===== config.mk =====
export PLATFORM = sky130hd
export DESIGN_NAME = mem_access_unit
export DESIGN_NICKNAME = d
export VERILOG_FILES = /design/src/rtl/mem_access_unit.sv
export SDC_FILE = /design/constraint.sdc
export NUM_CORES = 1
export LEC_CHECK = 0
export ABC_CLOCK_PERIOD_IN_PS = 6700
export CAP_MARGIN = 0
export CORE_UTILIZATION = 50
export CTS_BUF_LIST = sky130_fd_sc_hd__clkbuf_4 sky130_fd_sc_hd__clkbuf_8
export CTS_CLUSTER_DIAMETER = 50
export CTS_CLUSTER_SIZE = 8
export DETAILED_ROUTE_END_ITERATION = 8
export GPL_ROUTABILITY_DRIVEN = 1
export PLACE_DENSITY = 0.88
export SYNTH_ARGS = -nofsm -noshare
export SYNTH_HDL_FRONTEND = slang
export SYNTH_SLANG_ARGS = --single-unit

===== constraint.sdc =====
create_clock -name clk_i -period 6.7 [get_ports clk_i]
set_clock_uncertainty 0.1 [all_clocks]
set_input_delay 1.005 -clock clk_i [delete_from_list [all_inputs] [get_ports clk_i]]
set_output_delay 1.005 -clock clk_i [all_outputs]
set_load 0.01 [all_outputs]

===== src/rtl/mem_access_unit.sv =====
// -----------------------------------------------------------------------------
// mem_access_unit
//
// MEM-stage data-memory access controller for the 5-stage RISC-V pipeline.
// A load or store in EX/MEM becomes a single word-addressed req/ack
// transaction with byte enables. The pipeline is stalled until memory
// answers, or until the watchdog expires. The formatted load value is then
// held on ReadData_o for MEM/WB.
//
// Parameters
//   TIMEOUT      cycles to wait for mem_ack_i before faulting (0 = no watchdog)
//
// Ports
//   clk_i        clock, rising edge
//   rst_i        asynchronous reset, active low
//   MemRead_i    EX/MEM instruction is a load
//   MemWrite_i   EX/MEM instruction is a store (wins over MemRead_i)
//   funct3_i     access size/sign: 000 b, 001 h, 010 w, 100 bu, 101 hu
//   Addr_i       byte address
//   WriteData_i  store data
//   ReadData_o   formatted load result (held until the next load completes)
//   Stall_o      freezes PC, IF/ID, ID/EX, EX/MEM
//   Fault_o      one-cycle pulse: misaligned, illegal funct3 or timeout
//   mem_req_o    memory request
//   mem_we_o     1 = write
//   mem_addr_o   word address
//   mem_be_o     byte enables (4'b1111 for reads)
//   mem_wdata_o  lane-replicated store data
//   mem_ack_i    memory completion, read data valid in the same cycle
//   mem_rdata_i  read word
// -----------------------------------------------------------------------------
module mem_access_unit #(
  parameter int unsigned TIMEOUT = 1023
) (
  input  logic        clk_i,
  input  logic        rst_i,
  input  logic        MemRead_i,
  input  logic        MemWrite_i,
  input  logic [2:0]  funct3_i,
  input  logic [31:0] Addr_i,
  input  logic [31:0] WriteData_i,
  output logic [31:0] ReadData_o,
  output logic        Stall_o,
  output logic        Fault_o,
  output logic        mem_req_o,
  output logic        mem_we_o,
  output logic [31:0] mem_addr_o,
  output logic [3:0]  mem_be_o,
  output logic [31:0] mem_wdata_o,
  input  logic        mem_ack_i,
  input  logic [31:0] mem_rdata_i
);

  // The counter only has to reach TIMEOUT-1 before the watchdog fires.
  localparam int CNT_W = (TIMEOUT < 2) ? 1 : $clog2(TIMEOUT);
  localparam logic [CNT_W-1:0] TMO_LAST = CNT_W'((TIMEOUT == 0) ? 0 : TIMEOUT - 1);

  typedef enum logic [1:0] {
    IDLE = 2'd0,
    BUSY = 2'd1,
    DONE = 2'd2
  } state_t;

  // ---------------------------------------------------------------------------
  // Formatting and legality helpers
  // ---------------------------------------------------------------------------
  function automatic logic f3_legal(input logic [2:0] f3);
    logic ok;
    case (f3)
      3'b000, 3'b001, 3'b010, 3'b100, 3'b101: ok = 1'b1;
      default:                                ok = 1'b0;
    endcase
    return ok;
  endfunction

  // funct3[1:0] encodes the size for every legal code: 00 byte, 01 half, 10 word.
  function automatic logic is_aligned(input logic [1:0] size, input logic [1:0] off);
    logic ok;
    case (size)
      2'b10:   ok = (off == 2'b00);
      2'b01:   ok = ~off[0];
      default: ok = 1'b1;
    endcase
    return ok;
  endfunction

  function automatic logic [3:0] store_be(input logic [1:0] size, input logic [1:0] off);
    logic [3:0] be;
    case (size)
      2'b00:   be = 4'b0001 << off;
      2'b01:   be = off[1] ? 4'b1100 : 4'b0011;
      default: be = 4'b1111;
    endcase
    return be;
  endfunction

  // Replicate the store data into every lane so the byte enables alone pick
  // the bytes that memory writes.
  function automatic logic [31:0] store_wdata(input logic [1:0] size, input logic [31:0] data);
    logic [31:0] w;
    case (size)
      2'b00:   w = {4{data[7:0]}};
      2'b01:   w = {2{data[15:0]}};
      default: w = data;
    endcase
    return w;
  endfunction

  function automatic logic [31:0] load_fmt(input logic [2:0]  f3,
                                           input logic [1:0]  off,
                                           input logic [31:0] word);
    logic        [7:0]  b_u;
    logic        [15:0] h_u;
    logic signed [7:0]  b_s;
    logic signed [15:0] h_s;
    logic signed [31:0] r;
    b_u = word[{off, 3'b000} +: 8];
    h_u = off[1] ? word[31:16] : word[15:0];
    b_s = signed'(b_u);
    h_s = signed'(h_u);
    case (f3)
      3'b000:  r = 32'(b_s);
      3'b001:  r = 32'(h_s);
      3'b100:  r = signed'({24'd0, b_u});
      3'b101:  r = signed'({16'd0, h_u});
      default: r = signed'(word);
    endcase
    return r;
  endfunction

  // ---------------------------------------------------------------------------
  // Request decode (combinational, seen in IDLE)
  // ---------------------------------------------------------------------------
  state_t           state_q, state_d;
  logic [CNT_W-1:0] cnt_q;
  logic             tmo_q;
  logic [31:0]      read_data_q;

  logic             access;
  logic             legal;
  logic             start;
  logic             stall;
  logic             fault;
  logic             busy;
  logic             tmo_hit;

  // Transaction captured on entry to BUSY; gated onto the bus only while BUSY.
  logic [31:0]      addr_p1;
  logic [3:0]       be_p1;
  logic [31:0]      wdata_p1;
  logic             we_p1;
  logic [2:0]       f3_p1;
  logic [1:0]       off_p1;

  assign access  = MemRead_i | MemWrite_i;
  assign legal   = f3_legal(funct3_i) && is_aligned(funct3_i[1:0], Addr_i[1:0]);
  assign busy    = (state_q == BUSY);
  assign tmo_hit = (TIMEOUT != 0) && (cnt_q == TMO_LAST);

  always_comb begin
    state_d = state_q;
    stall   = 1'b0;
    fault   = 1'b0;
    start   = 1'b0;
    case (state_q)
      IDLE: begin
        if (access) begin
          if (legal) begin
            stall   = 1'b1;
            start   = 1'b1;
            state_d = BUSY;
          end else begin
            fault   = 1'b1;
          end
        end
      end
      BUSY: begin
        stall = 1'b1;
        if (mem_ack_i || tmo_hit) begin
          state_d = DONE;
        end
      end
      DONE: begin
        // Inputs still show the completing instruction; do not decode them.
        fault   = tmo_q;
        state_d = IDLE;
      end
      default: state_d = IDLE;
    endcase
  end

  // Reset forces the combinational outputs low even though EX/MEM may still
  // present a memory instruction while rst_i is asserted.
  assign Stall_o = rst_i & stall;
  assign Fault_o = rst_i & fault;

  // ---------------------------------------------------------------------------
  // Stage p1: transaction capture (data only, no reset needed)
  // ---------------------------------------------------------------------------
  always_ff @(posedge clk_i) begin
    if (start) begin
      addr_p1  <= {Addr_i[31:2], 2'b00};
      off_p1   <= Addr_i[1:0];
      f3_p1    <= funct3_i;
      we_p1    <= MemWrite_i;
      be_p1    <= MemWrite_i ? store_be(funct3_i[1:0], Addr_i[1:0]) : 4'b1111;
      wdata_p1 <= MemWrite_i ? store_wdata(funct3_i[1:0], WriteData_i) : 32'd0;
    end
  end

  // ---------------------------------------------------------------------------
  // Control state, watchdog and load result
  // ---------------------------------------------------------------------------
  always_ff @(posedge clk_i or negedge rst_i) begin
    if (!rst_i) begin
      state_q     <= IDLE;
      cnt_q       <= '0;
      tmo_q       <= 1'b0;
      read_data_q <= 32'd0;
    end else begin
      state_q <= state_d;
      if (start) begin
        cnt_q <= '0;
        tmo_q <= 1'b0;
      end
      if (busy) begin
        if (mem_ack_i) begin
          if (!we_p1) begin
            read_data_q <= load_fmt(f3_p1, off_p1, mem_rdata_i);
          end
        end else if (tmo_hit) begin
          tmo_q <= 1'b1;
          if (!we_p1) begin
            read_data_q <= 32'd0;
          end
        end else begin
          cnt_q <= cnt_q + CNT_W'(1);
        end
      end
    end
  end

  // ---------------------------------------------------------------------------
  // Memory bus: driven from the captured transaction only while BUSY, so the
  // request drops asynchronously with reset and reads zero otherwise.
  // ---------------------------------------------------------------------------
  assign mem_req_o   = busy;
  assign mem_we_o    = busy & we_p1;
  assign mem_addr_o  = busy ? addr_p1  : 32'd0;
  assign mem_be_o    = busy ? be_p1    : 4'd0;
  assign mem_wdata_o = busy ? wdata_p1 : 32'd0;
  assign ReadData_o  = read_data_q;

endmodule


## Word level (Yosys, flattened, before mapping)

Index checks and enable logic that the tools add are counted.

| operators by class | value |
|---|---|
| add/subtract/negate cells | 1 |
| equal/unequal tests | 15 |
| shifts and indexed selects | 2 |
| muxes and demuxes | 33 |
| bitwise logic cells | 6 |
| reductions and logical operators | 11 |

Operator list:

| operator | count |
|---|---|
| 32-bit two-way mux | 6 |
| 32-bit one-hot mux with 4 select lines | 1 |
| 32-bit one-hot mux with 2 select lines | 1 |
| 10-bit two-way mux | 4 |
| 32-bit by 6-bit indexed part select with 8-bit output | 1 |
| 16-bit two-way mux | 1 |
| 3-bit == test (second input constant) | 4 |
| 10-bit by 1-bit adder with 10-bit output (second input constant) | 1 |
| 10-bit == test (second input constant) | 1 |
| 1-bit two-way mux | 10 |
| 4-bit two-way mux | 2 |
| 4-bit one-hot mux with 2 select lines | 1 |
| 3-bit by 1-bit == test with 1-bit output (second input constant) | 2 |
| 2-bit logical NOT | 3 |
| 3-bit logical NOT | 2 |
| 2-bit two-way mux | 3 |
| 1-bit one-hot mux with 2 select lines | 3 |
| 3-bit AND reduction | 2 |
| 5-bit OR reduction | 1 |
| 2-bit by 1-bit == test with 1-bit output (second input constant) | 2 |
| 2-bit == test (second input constant) | 2 |
| 2-bit inequality test (second input constant) | 2 |
| 2-bit one-hot mux with 2 select lines | 1 |
| 1-bit by 2-bit << shifter with 4-bit output (first input constant) | 1 |
| 8 further kinds | 11 |

| storage, ports and cells | value |
|---|---|
| register bits after elaboration | 117 |
| bits of input ports | 104 |
| output and inout bits | 104 |
| word-level logic and storage cells | 78 |

## Depth between registers and ports, before layout

Gate-level depths: netlist (run 1).

| logic depth | value |
|---|---|
| depth after elaboration | 11 |
| depth in mapped cells | 10 |

## Worst setup path before layout (run 1)

OpenSTA, ideal clock, no wires.

| timing | value |
|---|---|
| kind | input to output |
| start | input funct3_i[1] |
| end | output Fault_o |
| data arrival time | 2563 ps |
| setup slack | 3032 ps |
| stages on the path | 8 |
| path buffers | 2 |
| cell sequence | buf_2 -> inv_1 -> ha_1 -> buf_2 -> nor3b_1 -> nor2_1 -> a2111o_1 -> a21oi_1 |

| between the ends | value |
|---|---|
| cells in the longest elaborated chain, start to end | 8 |

Ends and longest elaborated chain:

| what | RTL line | text |
|---|---|---|
| start: declaration | 39 | `input logic [2:0] funct3_i,` |
| 3-bit by 1-bit == test with 1-bit output, or another cell as far along | 69 | `case (f3)` |
| 5-bit OR reduction | 69 |  |
| 1-bit two-way mux | 69 |  |
| 1-bit logical AND * | 156 | `assign legal = f3_legal(funct3_i) && is_aligned(funct3_i[1:0], Addr_i[1:0]);` |
| 1-bit two-way mux * | 168 | `if (legal) begin` |
| 1-bit two-way mux * | 167 | `if (access) begin` |
| 1-bit one-hot mux with 2 select lines * | 165 | `case (state_q)` |
| 1-bit bitwise AND * | 195 | `assign Fault_o = rst_i & fault;` |
| end: declaration | 44 | `output logic Fault_o,` |

Every way passes the cells marked *; elsewhere a longest branch is shown, timed or not.

## Worst setup path in the final report (run 1)

Same ends and word-level chain as after synthesis.

==> impl_metrics.csv, run 1 <==
group,metric,value,unit
layout,num-fill-cells,719,
flow_run,drv_cap,0,
power,pwr-share-comb,32.1,%
worst_hold_path,worstHoldPathType,"flip-flop to flip-flop",
route,wl,15800,µm
synth,post-synth-top-area-fraction,37.2,%
global_routing,grt_start_max_net_pins,71,
global_routing,grt_pass1_wl,24300,µm
timing,final-setup-viol-count,0,
timing,timing.hold.ws,0.390,ns
power,vdd_drop_max,0.190,mV
floorplanning,rows,38,
synth,synth_area_leaders,"edfxtp_1, dfrtp_1, and2_1, nor2b_1, a22oi_1",
timing,finalCritPeriodShare,78.9,%
route,drcViolationCount,0,
route,first_pass_iters,5,
timing,min_period,5.29,ns
critical_path,crit_path_end_kind,"output port",
cts,cts_made_buffers,17,
floorplanning,die_area,12100,µm²
synth,synth-edff-count,72,
floorplanning,ios,208,
power,power_per_cell_area,302,nW/µm²
synth,netlist_instances,483,
floorplanning,core_region_area,11100,µm²
global_routing,grt_use_total,27.3,%
power,seqPwrFrac,40.1,%
cts,clkTransAtPathRegs,0.07,ns
power,switchingPower,0.000704,W
route,wl_per_cell,19.0,µm
synth,yosysTopAreaCell,"edfxtp_1",
synth,synth_flop_cell,"edfxtp_1",
cts,post_cts_resized,0,
power,sw_frac_of_total,28.0,%
cts,insertion_delay,0.42,ns
synth,ys_seq_elements,117,
synth,ys_top_cells_by_count,"and2_1, edfxtp_1, dfrtp_1",
floorplanning,initial_utilization,52.4,%
global_routing,grt-ovfl-total,0,
critical_path,crit_type,"input pin to output port",
critical_path,worstPathArrival,4.18,ns
layout,drive_gt1_share,10.1,%
critical_path,critPathMaxStageDelay,0.89,ns
critical_path,crit_path_max_fanout,19,
cts,root_buffer,"clkbuf_8",
cts,clock_path_buffers,2,
route,antenna_left,0,
synth,synth.most_common_cell,"and2_1",
layout,seq_area,3290,µm²
critical_path,cpLargestDelayFamily,"buffers and inverters",
critical_path,path_buf_inv,3,
placement,port_buffers,205,
synth,avgSynthCellArea,12.0,µm²
timing,tightest_slew,1.12,ns
timing,setup_tns,0,ns
placement,dp.cells,800,
cts,ctsHoldBuffers,0,
placement,routabilityCongestion,0.937,
route,viasPerCell,5.76,
route,drtIter0Drc,477,
critical_path,path_common_cell,"clkdlybuf4s50_1",
layout,multi_input_area,2320,µm²
critical_path,crit_chain,"clkdlybuf4s50_1, inv_1, ha_1, nor3b_1, nor2_1, a2111o_1, a21oi_1, clkdlybuf4s50_1",
layout,area_growth,43.5,%
synth,yosysSeqAreaShare,56.6,%
synth,netlist_area,5810,µm²
critical_path,cp-start-kind,"input pin",
timing,slew_violations,0,
floorplanning,dieWidth,110,µm
route,vias,4794,
cts,cts_sinks,117,
timing,fmax,189,MHz
cts,post_cts_buffers,0,
cts,htree_levels,4,
synth,postSynth.asyncResetShare,38.5,%
timing,max_slew_margin,25.1,%
global_routing,antenna_found_initial,0,
run_status,status,"finished, final reports clean",
timing,hold_viol,0,
layout,nets,789,
placement,dpl.hpwl,11400,µm
layout,antenna_cells,0,
power,clkPwrFrac,27.8,%
cts,cts_tree,"done",
critical_path,slowest_stage,"clkdlybuf4s50_1",
power,p_int,0.00181,W
layout,finalNonFillerCells,832,
floorplanning,die_h,110,µm
power,leakagePower,3.21,nW
synth,yosysWarnings,0,
synth,yosys.cell_types.count,56,
global_routing,grt_pass1_vias,4718,
critical_path,crit_required,5.59,ns
timing,grt_setup_unrepaired,"false",
## layout make-up
type	instances	share of cell area (%)
clock buffer	24	3.74
clock inverter	8	1.46
inverter	10	0.450
multi-input combinational	324	27.9
sequential	117	39.5
tap	140	2.10
timing repair buffer	209	24.9
## final timing paths
kind | startpoint | endpoint | slack, ns | cells after the start
worst min register to register | ReadData_o[1] | ReadData_o[1] | 0.39 | 1
max in group asynchronous | rst_i | cnt_q[9] | 5.53 | 2
worst max-delay path | funct3_i[1] | Fault_o | 1.41 | 8
min in group asynchronous | rst_i | ReadData_o[21] | 0.57 | 2
worst min-delay path | ReadData_o[1] | ReadData_o[1] | 0.39 | 1
worst max register to register | state_q[1] | wdata_p1[9] | 3.77 | 5
## power by group through the flow
stage	sequential [W]	combinational (W)	clock (W)
after floorplan	0.00104	0.000320	0
final	0.00101	0.000807	0.000700
after detailed placement	0.00102	0.000806	0
after global routing	0.00103	0.000867	0.000737
after CTS	0.00101	0.000812	0.000710
after global placement	0.00102	0.000791	0
## sequential cells by signal, indices dropped and copies added (netlist names)
register    count
ReadData_o     32
wdata_p1       32
addr_p1        30
cnt_q          10
be_p1           4
f3_p1           3
off_p1          2
state_q         2
tmo_q           1
we_p1           1
## cells by family (layout without fill, tap and decap cells)
| kind of cell | Yosys count | in the layout | synth area share, % |
|---|---|---|---|
| muxes | 21 | 21 | 3.88 |
| other | 1 | 2 | 0.0646 |
| adders and majority gates | 6 | 6 | 1.29 |
| AOI/OAI and AO/OA | 113 | 113 | 15.6 |
| and+or+nand+nor | 182 | 182 | 19.0 |
| DFF | 117 | 117 | 56.6 |
| buffers and inverters | 43 | 251 | 3.58 |
## placed cells by master, fill, tap and decap left out, drive strengths merged, types with 5 or more instances in the layout
cell	n
clkdlybuf4s50	204
and2	76
edfxtp	72
dfrtp	45
clkbuf	24
nor2b	22
nor2	20
o21ai	19
nand2	18
a22oi	18
a221o	17
mux2i	12
inv	10
mux2	9
and3	8
nand2b	8
a21boi	8
nand3	8
nor3	8
a21oi	7
o21a	7
o2bb2ai	7
ha	6
nor3b	6
o22ai	5
buf	5
## metal layers
layer  vias up  share of wire [%]  track usage (%)
met4         0                3.7             14.5
met2       299                 49             46.4
li1       2181                  -                -
met3        46                9.4             7.29
met5         -                  0                0
met1      2268                 38             31.4
## metrics by stage
stage / setup WS [ns] / cell area (µm²) / total power, W / utilization [%]
after floorplan: 3.03 / 5810 / 0.00136 / -
after global placement: 1.60 / 7900 / 0.00181 / 71.3
after detailed placement: 1.51 / 7900 / 0.00183 / 71.3
after CTS: 1.45 / 8330 / 0.00253 / 75.2
after global routing: 1.20 / 8330 / 0.00263 / 75.2
final: 1.41 / 8330 / 0.00252 / 75.2
Note: power is estimated with default switching activity, not from simulation.
==> inputs of run 2 (changes only) <==
==> config.mk (replaced) <==
export PLATFORM = sky130hd
export DESIGN_NAME = mem_access_unit
export DESIGN_NICKNAME = d
export VERILOG_FILES = /design/src/rtl/mem_access_unit.sv
export SDC_FILE = /design/constraint.sdc
export NUM_CORES = 1
export LEC_CHECK = 0
export ABC_CLOCK_PERIOD_IN_PS = 4900
export CAP_MARGIN = 0
export CORE_UTILIZATION = 47
export CTS_BUF_LIST = sky130_fd_sc_hd__clkbuf_4 sky130_fd_sc_hd__clkbuf_8
export CTS_CLUSTER_DIAMETER = 50
export CTS_CLUSTER_SIZE = 8
export DETAILED_ROUTE_END_ITERATION = 8
export GPL_ROUTABILITY_DRIVEN = 1
export PLACE_DENSITY = 0.83
export SYNTH_ARGS = -nofsm -noshare
export SYNTH_HDL_FRONTEND = slang
export SYNTH_SLANG_ARGS = --single-unit
==> constraint.sdc (replaced) <==
create_clock -name clk_i -period 4.9 [get_ports clk_i]
set_clock_uncertainty 0.1 [all_clocks]
set_input_delay 0.735 -clock clk_i [delete_from_list [all_inputs] [get_ports clk_i]]
set_output_delay 0.735 -clock clk_i [all_outputs]
set_load 0.01 [all_outputs]
==> run 2 against run 1 <==
  * Clock-buffer cell count down 3
  * Register-to-register slack worse by 1.4 ns
  * Combinational power up 38%
  * First-iteration DRC count down 19%
  * Highest routed layer unchanged
  * Cell count up 0.96%
==> impl_metrics.csv, run 2 (same netlist as run 1, synthesis figures left out) <==
group,metric,value,unit
route,drcViolationCount,0,
route,vias,4824,
flow_run,drv_cap,0,
critical_path,slowest_stage,"clkdlybuf4s50_1",
layout,multi_input_area,2320,µm²
layout,antenna_cells,0,
cts,post_cts_buffers,0,
floorplanning,die_h,113,µm
floorplanning,dieWidth,113,µm
cts,htree_levels,4,
placement,dpl.hpwl,11300,µm
layout,final_cell_mix,"clkdlybuf4s50_1, and2_1, edfxtp_1",
critical_path,rr_endpoint,"ReadData_o[24]",
floorplanning,ios,208,
critical_path,crit_path_end_kind,"output port",
cts,post_cts_resized,0,
floorplanning,die_area,12800,µm²
layout,utilization,68.9,%
cts,cts_made_buffers,17,
placement,routabilityCongestion,0.894,
global_routing,grt_use_total,24.7,%
critical_path,cp-start-kind,"input pin",
global_routing,grt_pass1_vias,4800,
critical_path,crit_start,"funct3_i[0]",
route,first_pass_iters,5,
run_status,status,"finished, final reports clean",
layout,num-fill-cells,881,
route,drtIter0Drc,384,
timing,setup_tns,0,ns
timing,final-setup-viol-count,0,
critical_path,crit_chain,"clkdlybuf4s50_1, ha_1, nor3b_1, nor4b_1, a21oi_1, nor3b_1, clkdlybuf4s50_1",
timing,slew_violations,0,
worst_hold_path,worstHoldPathType,"input pin to asynchronous set/reset pin",
power,vdd_drop_max,0.201,mV
layout,nets,792,
placement,port_buffers,205,
critical_path,critPathMaxStageDelay,0.59,ns
critical_path,critPathCapture,"Stall_o",
critical_path,crit_type,"input pin to output port",
floorplanning,initial_utilization,48.4,%
timing,hold_viol,0,
timing,min_period,4.13,ns
timing,timing.hold.ws,0.304,ns
critical_path,reg2reg_depth,4,
layout,drive_gt1_share,9.52,%
cts,clock_path_buffers,2,
timing,tightest_slew,1.15,ns
power,power_per_cell_area,391,nW/µm²
floorplanning,rows,40,
global_routing,grt_pass1_wl,24200,µm
layout,seq_area,3290,µm²
critical_path,r2r_slack,2.33,ns
timing,finalCritPeriodShare,84.3,%
cts,root_buffer,"clkbuf_8",
critical_path,worstPathArrival,3.29,ns
cts,cts_tree,"done",
timing,fmax,242,MHz
cts,cts_sinks,117,
global_routing,antenna_found_initial,0,
route,wl_per_cell,18.6,µm
critical_path,worstReg2RegStart,"off_p1[1]",
cts,ctsHoldBuffers,0,
route,viasPerCell,5.74,
layout,area_growth,42.4,%
global_routing,grt-ovfl-total,0,
cts,clkTransAtPathRegs,0.06,ns
global_routing,grt_start_max_net_pins,71,
critical_path,crit_path_max_fanout,16,
critical_path,crit_required,4.07,ns
route,wl,15600,µm
timing,grt_setup_unrepaired,"false",
route,antenna_left,0,
floorplanning,core_region_area,12000,µm²
timing,max_slew_margin,23.0,%
layout,layout_commonest_cell,"clkdlybuf4s50_1",
cts,insertion_delay,0.42,ns
power,leakagePower,3.18,nW
==> run 2: changes by cell type in the layout (fill, tap and decap cells not counted) <==
cell / change
clkbuf_4: +1
clkbuf_8: -4
buf_12: +1
clkinv_4: -1
bufinv_16: -2
buf_4: +2
clkinvlp_4: -1
clkinv_1: +5
==> run 2: worst min path at each step <==
stage / start / to / slack (ns) / cells past startpoint
after global placement: ReadData_o[15] / ReadData_o[15] / 0.37 / 1
after floorplan: rst_i / ReadData_o[0] / 0.34 / 0
final: rst_i / ReadData_o[16] / 0.30 / 2
after CTS: rst_i / ReadData_o[20] / 0.30 / 2
after detailed placement: ReadData_o[0] / ReadData_o[0] / 0.38 / 1
after global routing: rst_i / ReadData_o[5] / 0.34 / 2
==> run 2: stage by stage <==
step / instances / power, W / setup WS [ns] / cell area, µm²
floorplan: 484 / 0.00186 / 1.54 / 5810
global placement: 810 / 0.00247 / 0.866 / 7950
detailed placement: 810 / 0.00250 / 0.757 / 7950
CTS: 840 / 0.00326 / 0.752 / 8270
global route: 840 / 0.00338 / 0.599 / 8270
finish: 840 / 0.00324 / 0.771 / 8270
==> run 2: critical path, delay by kind of cell <==
| family | cells | cell delay [ns] |
|---|---|---|
| AO/OA/AOI/OAI | 1 | 0.12 |
| adder cells (fa/ha/maj) | 1 | 0.55 |
| buffers and inverters | 2 | 1.11 |
| AND/OR/NAND/NOR | 3 | 0.77 |
==> run 2: layer usage <==
layer,wire (µm),share of wire (%),track usage (%),up-vias
met5,0,0,0,-
met4,459,2.9,11.1,0
met3,1450,9.3,8.78,36
met2,7840,50,42.0,242
met1,5840,37,27.9,2363
li1,-,-,-,2183
==> run 2: area by class of cell <==
class                           instances  share of cell area (%)
Sequential cell                       117                    39.7
Clock buffer                           21                    3.19
Clock inverter                          9                   0.771
Inverter                               10                   0.454
Multi-Input combinational cell        324                    28.1
Timing Repair Buffer                  212                    25.5
Tap cell                              147                    2.22
==> run 2: power by group <==
part           internal, W  switching, W  total (W)
clock             0.000405      0.000355   0.000760
combinational     0.000645      0.000461    0.00111
sequential         0.00126      0.000110    0.00137
total              0.00231      0.000926    0.00324
==> inputs of run 3 (changes only) <==
==> config.mk (replaced) <==
export PLATFORM = sky130hd
export DESIGN_NAME = mem_access_unit
export DESIGN_NICKNAME = d
export VERILOG_FILES = /design/src/rtl/mem_access_unit.sv
export SDC_FILE = /design/constraint.sdc
export NUM_CORES = 1
export LEC_CHECK = 0
export ABC_CLOCK_PERIOD_IN_PS = 3400
export CAP_MARGIN = 0
export CORE_UTILIZATION = 42
export CTS_BUF_LIST = sky130_fd_sc_hd__clkbuf_4 sky130_fd_sc_hd__clkbuf_8
export CTS_CLUSTER_DIAMETER = 50
export CTS_CLUSTER_SIZE = 8
export DETAILED_ROUTE_END_ITERATION = 8
export GPL_ROUTABILITY_DRIVEN = 1
export PLACE_DENSITY = 0.79
export SYNTH_ARGS = -nofsm -noshare
export SYNTH_HDL_FRONTEND = slang
export SYNTH_SLANG_ARGS = --single-unit
==> constraint.sdc (replaced) <==
create_clock -name clk_i -period 3.4 [get_ports clk_i]
set_clock_uncertainty 0.1 [all_clocks]
set_input_delay 0.51 -clock clk_i [delete_from_list [all_inputs] [get_ports clk_i]]
set_output_delay 0.51 -clock clk_i [all_outputs]
set_load 0.01 [all_outputs]
==> run 3 against run 2 <==
  * Cell area grew 1.6%
  * Clock-buffer cell count shrank 3
  * Via count shrank 2.0%
  * Setup slack lost 0.65 ns
  * Power grew 47%
  * Critical path type unchanged
  * Highest routed layer unchanged
==> impl_metrics.csv, run 3 (same netlist as run 1, synthesis figures left out) <==
group,metric,value,unit
cts,clock_path_buffers,2,
critical_path,crit_chain,"clkdlybuf4s50_1, inv_1, ha_1, nor3b_1, nor2_1, a2111o_1, a21oi_1, dlygate4sd2_1",
placement,port_buffers,205,
route,drcViolationCount,0,
critical_path,r2r_slack,0.86,ns
layout,nets,798,
global_routing,antenna_found_initial,0,
layout,num-fill-cells,1067,
floorplanning,die_h,120,µm
route,viasPerCell,5.40,
global_routing,grt_pass1_vias,4885,
timing,hold_viol,0,
cts,insertion_delay,0.43,ns
layout,drive_gt1_share,10.9,%
global_routing,grt_use_total,22.8,%
global_routing,grt-ovfl-total,0,
global_routing,grt_pass1_wl,25100,µm
worst_hold_path,worstHoldPathType,"input pin to asynchronous set/reset pin",
critical_path,critPathMaxStageDelay,0.54,ns
floorplanning,ios,208,
timing,fmax,305,MHz
critical_path,reg2reg_depth,4,
timing,min_period,3.27,ns
power,power_per_cell_area,568,nW/µm²
floorplanning,initial_utilization,43.5,%
timing,max_slew_margin,36.6,%
timing,tightest_slew,0.950,ns
floorplanning,rows,42,
critical_path,cp-start-kind,"input pin",
cts,cts_made_buffers,17,
power,leakagePower,3.22,nW
critical_path,crit_path_end_kind,"output port",
placement,routabilityCongestion,0.864,
floorplanning,dieWidth,120,µm
route,wl,15800,µm
route,vias,4727,
cts,cts_sinks,117,
route,antenna_left,0,
placement,dpl.hpwl,11400,µm
layout,antenna_cells,0,
cts,ctsHoldBuffers,0,
layout,utilization,63.0,%
timing,slew_violations,0,
cts,htree_levels,4,
layout,multi_input_area,2330,µm²
layout,layout_commonest_cell,"clkdlybuf4s50_1",
route,first_pass_iters,7,
timing,final-setup-viol-count,0,
critical_path,rr_endpoint,"ReadData_o[23]",
global_routing,grt_start_max_net_pins,71,
critical_path,crit_required,2.79,ns
critical_path,worstPathArrival,2.66,ns
layout,final_cell_mix,"clkdlybuf4s50_1, and2_1, edfxtp_1",
critical_path,cpLargestDelayFamily,"buffers and inverters",
route,drtIter0Drc,351,
timing,finalCritPeriodShare,96.3,%
flow_run,drv_cap,0,
timing,setup_tns,0,ns
power,vdd_drop_max,0.412,mV
critical_path,slowest_stage,"clkdlybuf4s50_1",
critical_path,path_buf_inv,3,
critical_path,worstReg2RegStart,"off_p1[1]",
route,wl_per_cell,18.0,µm
layout,seq_area,3290,µm²
layout,area_growth,44.7,%
critical_path,crit_type,"input pin to output port",
critical_path,crit_path_max_fanout,3,
cts,clkTransAtPathRegs,0.07,ns
cts,root_buffer,"clkbuf_8",
run_status,status,"finished, final reports clean",
floorplanning,core_region_area,13300,µm²
floorplanning,die_area,14300,µm²
cts,cts_tree,"done",
run 3: changes by cell type in the layout (fill, tap and decap cells not counted), sizes merged, moves of 2 or more:
cell,change
buf,+6
clkbuf,-3
clkinv,+2
clkinvlp,+2
run 3: layout make-up:
cell class	instances	share of cell area [%]
clock buffer	18	2.87
inverter	10	0.462
clock inverter	13	1.38
sequential	117	39.1
tap	176	2.62
timing repair buffer	218	25.8
multi-input combinational	324	27.7
run 3: worst max path at each step:
| stage | end | start | cells after the start |
|---|---|---|---|
| final | Fault_o | funct3_i[0] | 8 |
| after global routing | Fault_o | funct3_i[0] | 8 |
| after CTS | Stall_o | funct3_i[0] | 8 |
| after detailed placement | Fault_o | funct3_i[0] | 8 |
| after global placement | Fault_o | funct3_i[0] | 8 |
| after floorplan | addr_p1[10] | funct3_i[1] | 9 |
run 3: metrics by stage:
| stage | instance area (µm²) | instances | setup WS (ns) | hold slack (ns) | total power, W |
|---|---|---|---|---|---|
| 2_1_floorplan | 5810 | 484 | 0.265 | 0.114 | 0.00269 |
| 3_3_place_gp | 8040 | 845 | -0.0224 | 0.376 | 0.00359 |
| 3_5_place_dp | 8040 | 845 | -0.0630 | 0.377 | 0.00362 |
| 4_1_cts | 8400 | 876 | 0.0547 | 0.106 | 0.00482 |
| 5_1_grt | 8400 | 876 | -0.0460 | 0.145 | 0.00501 |
| 6_report | 8400 | 876 | 0.125 | 0.113 | 0.00477 |
run 3: per-layer routing:
layer / part of all wire, % / up-vias / track usage, %
met5: 0 / - / 0
met4: 1.3 / 0 / 7.42
met3: 9.6 / 21 / 8.46
li1: - / 2202 / -
met1: 41 / 2269 / 27.0
met2: 49 / 235 / 38.1
run 3: timing repair:
item / CTS / global route
endpoints found under the setup margin: 1 / 1
gates resized for setup: 1 / 1
endpoints found under the hold margin: 0 / 0
buffers inserted: 0 / 0
run 3: report_power, final:
part	total, W	internal (W)	switching, W
Combinational	0.00161	0.000941	0.000670
Clock	0.00118	0.000637	0.000546
Sequential	0.00198	0.00182	0.000160
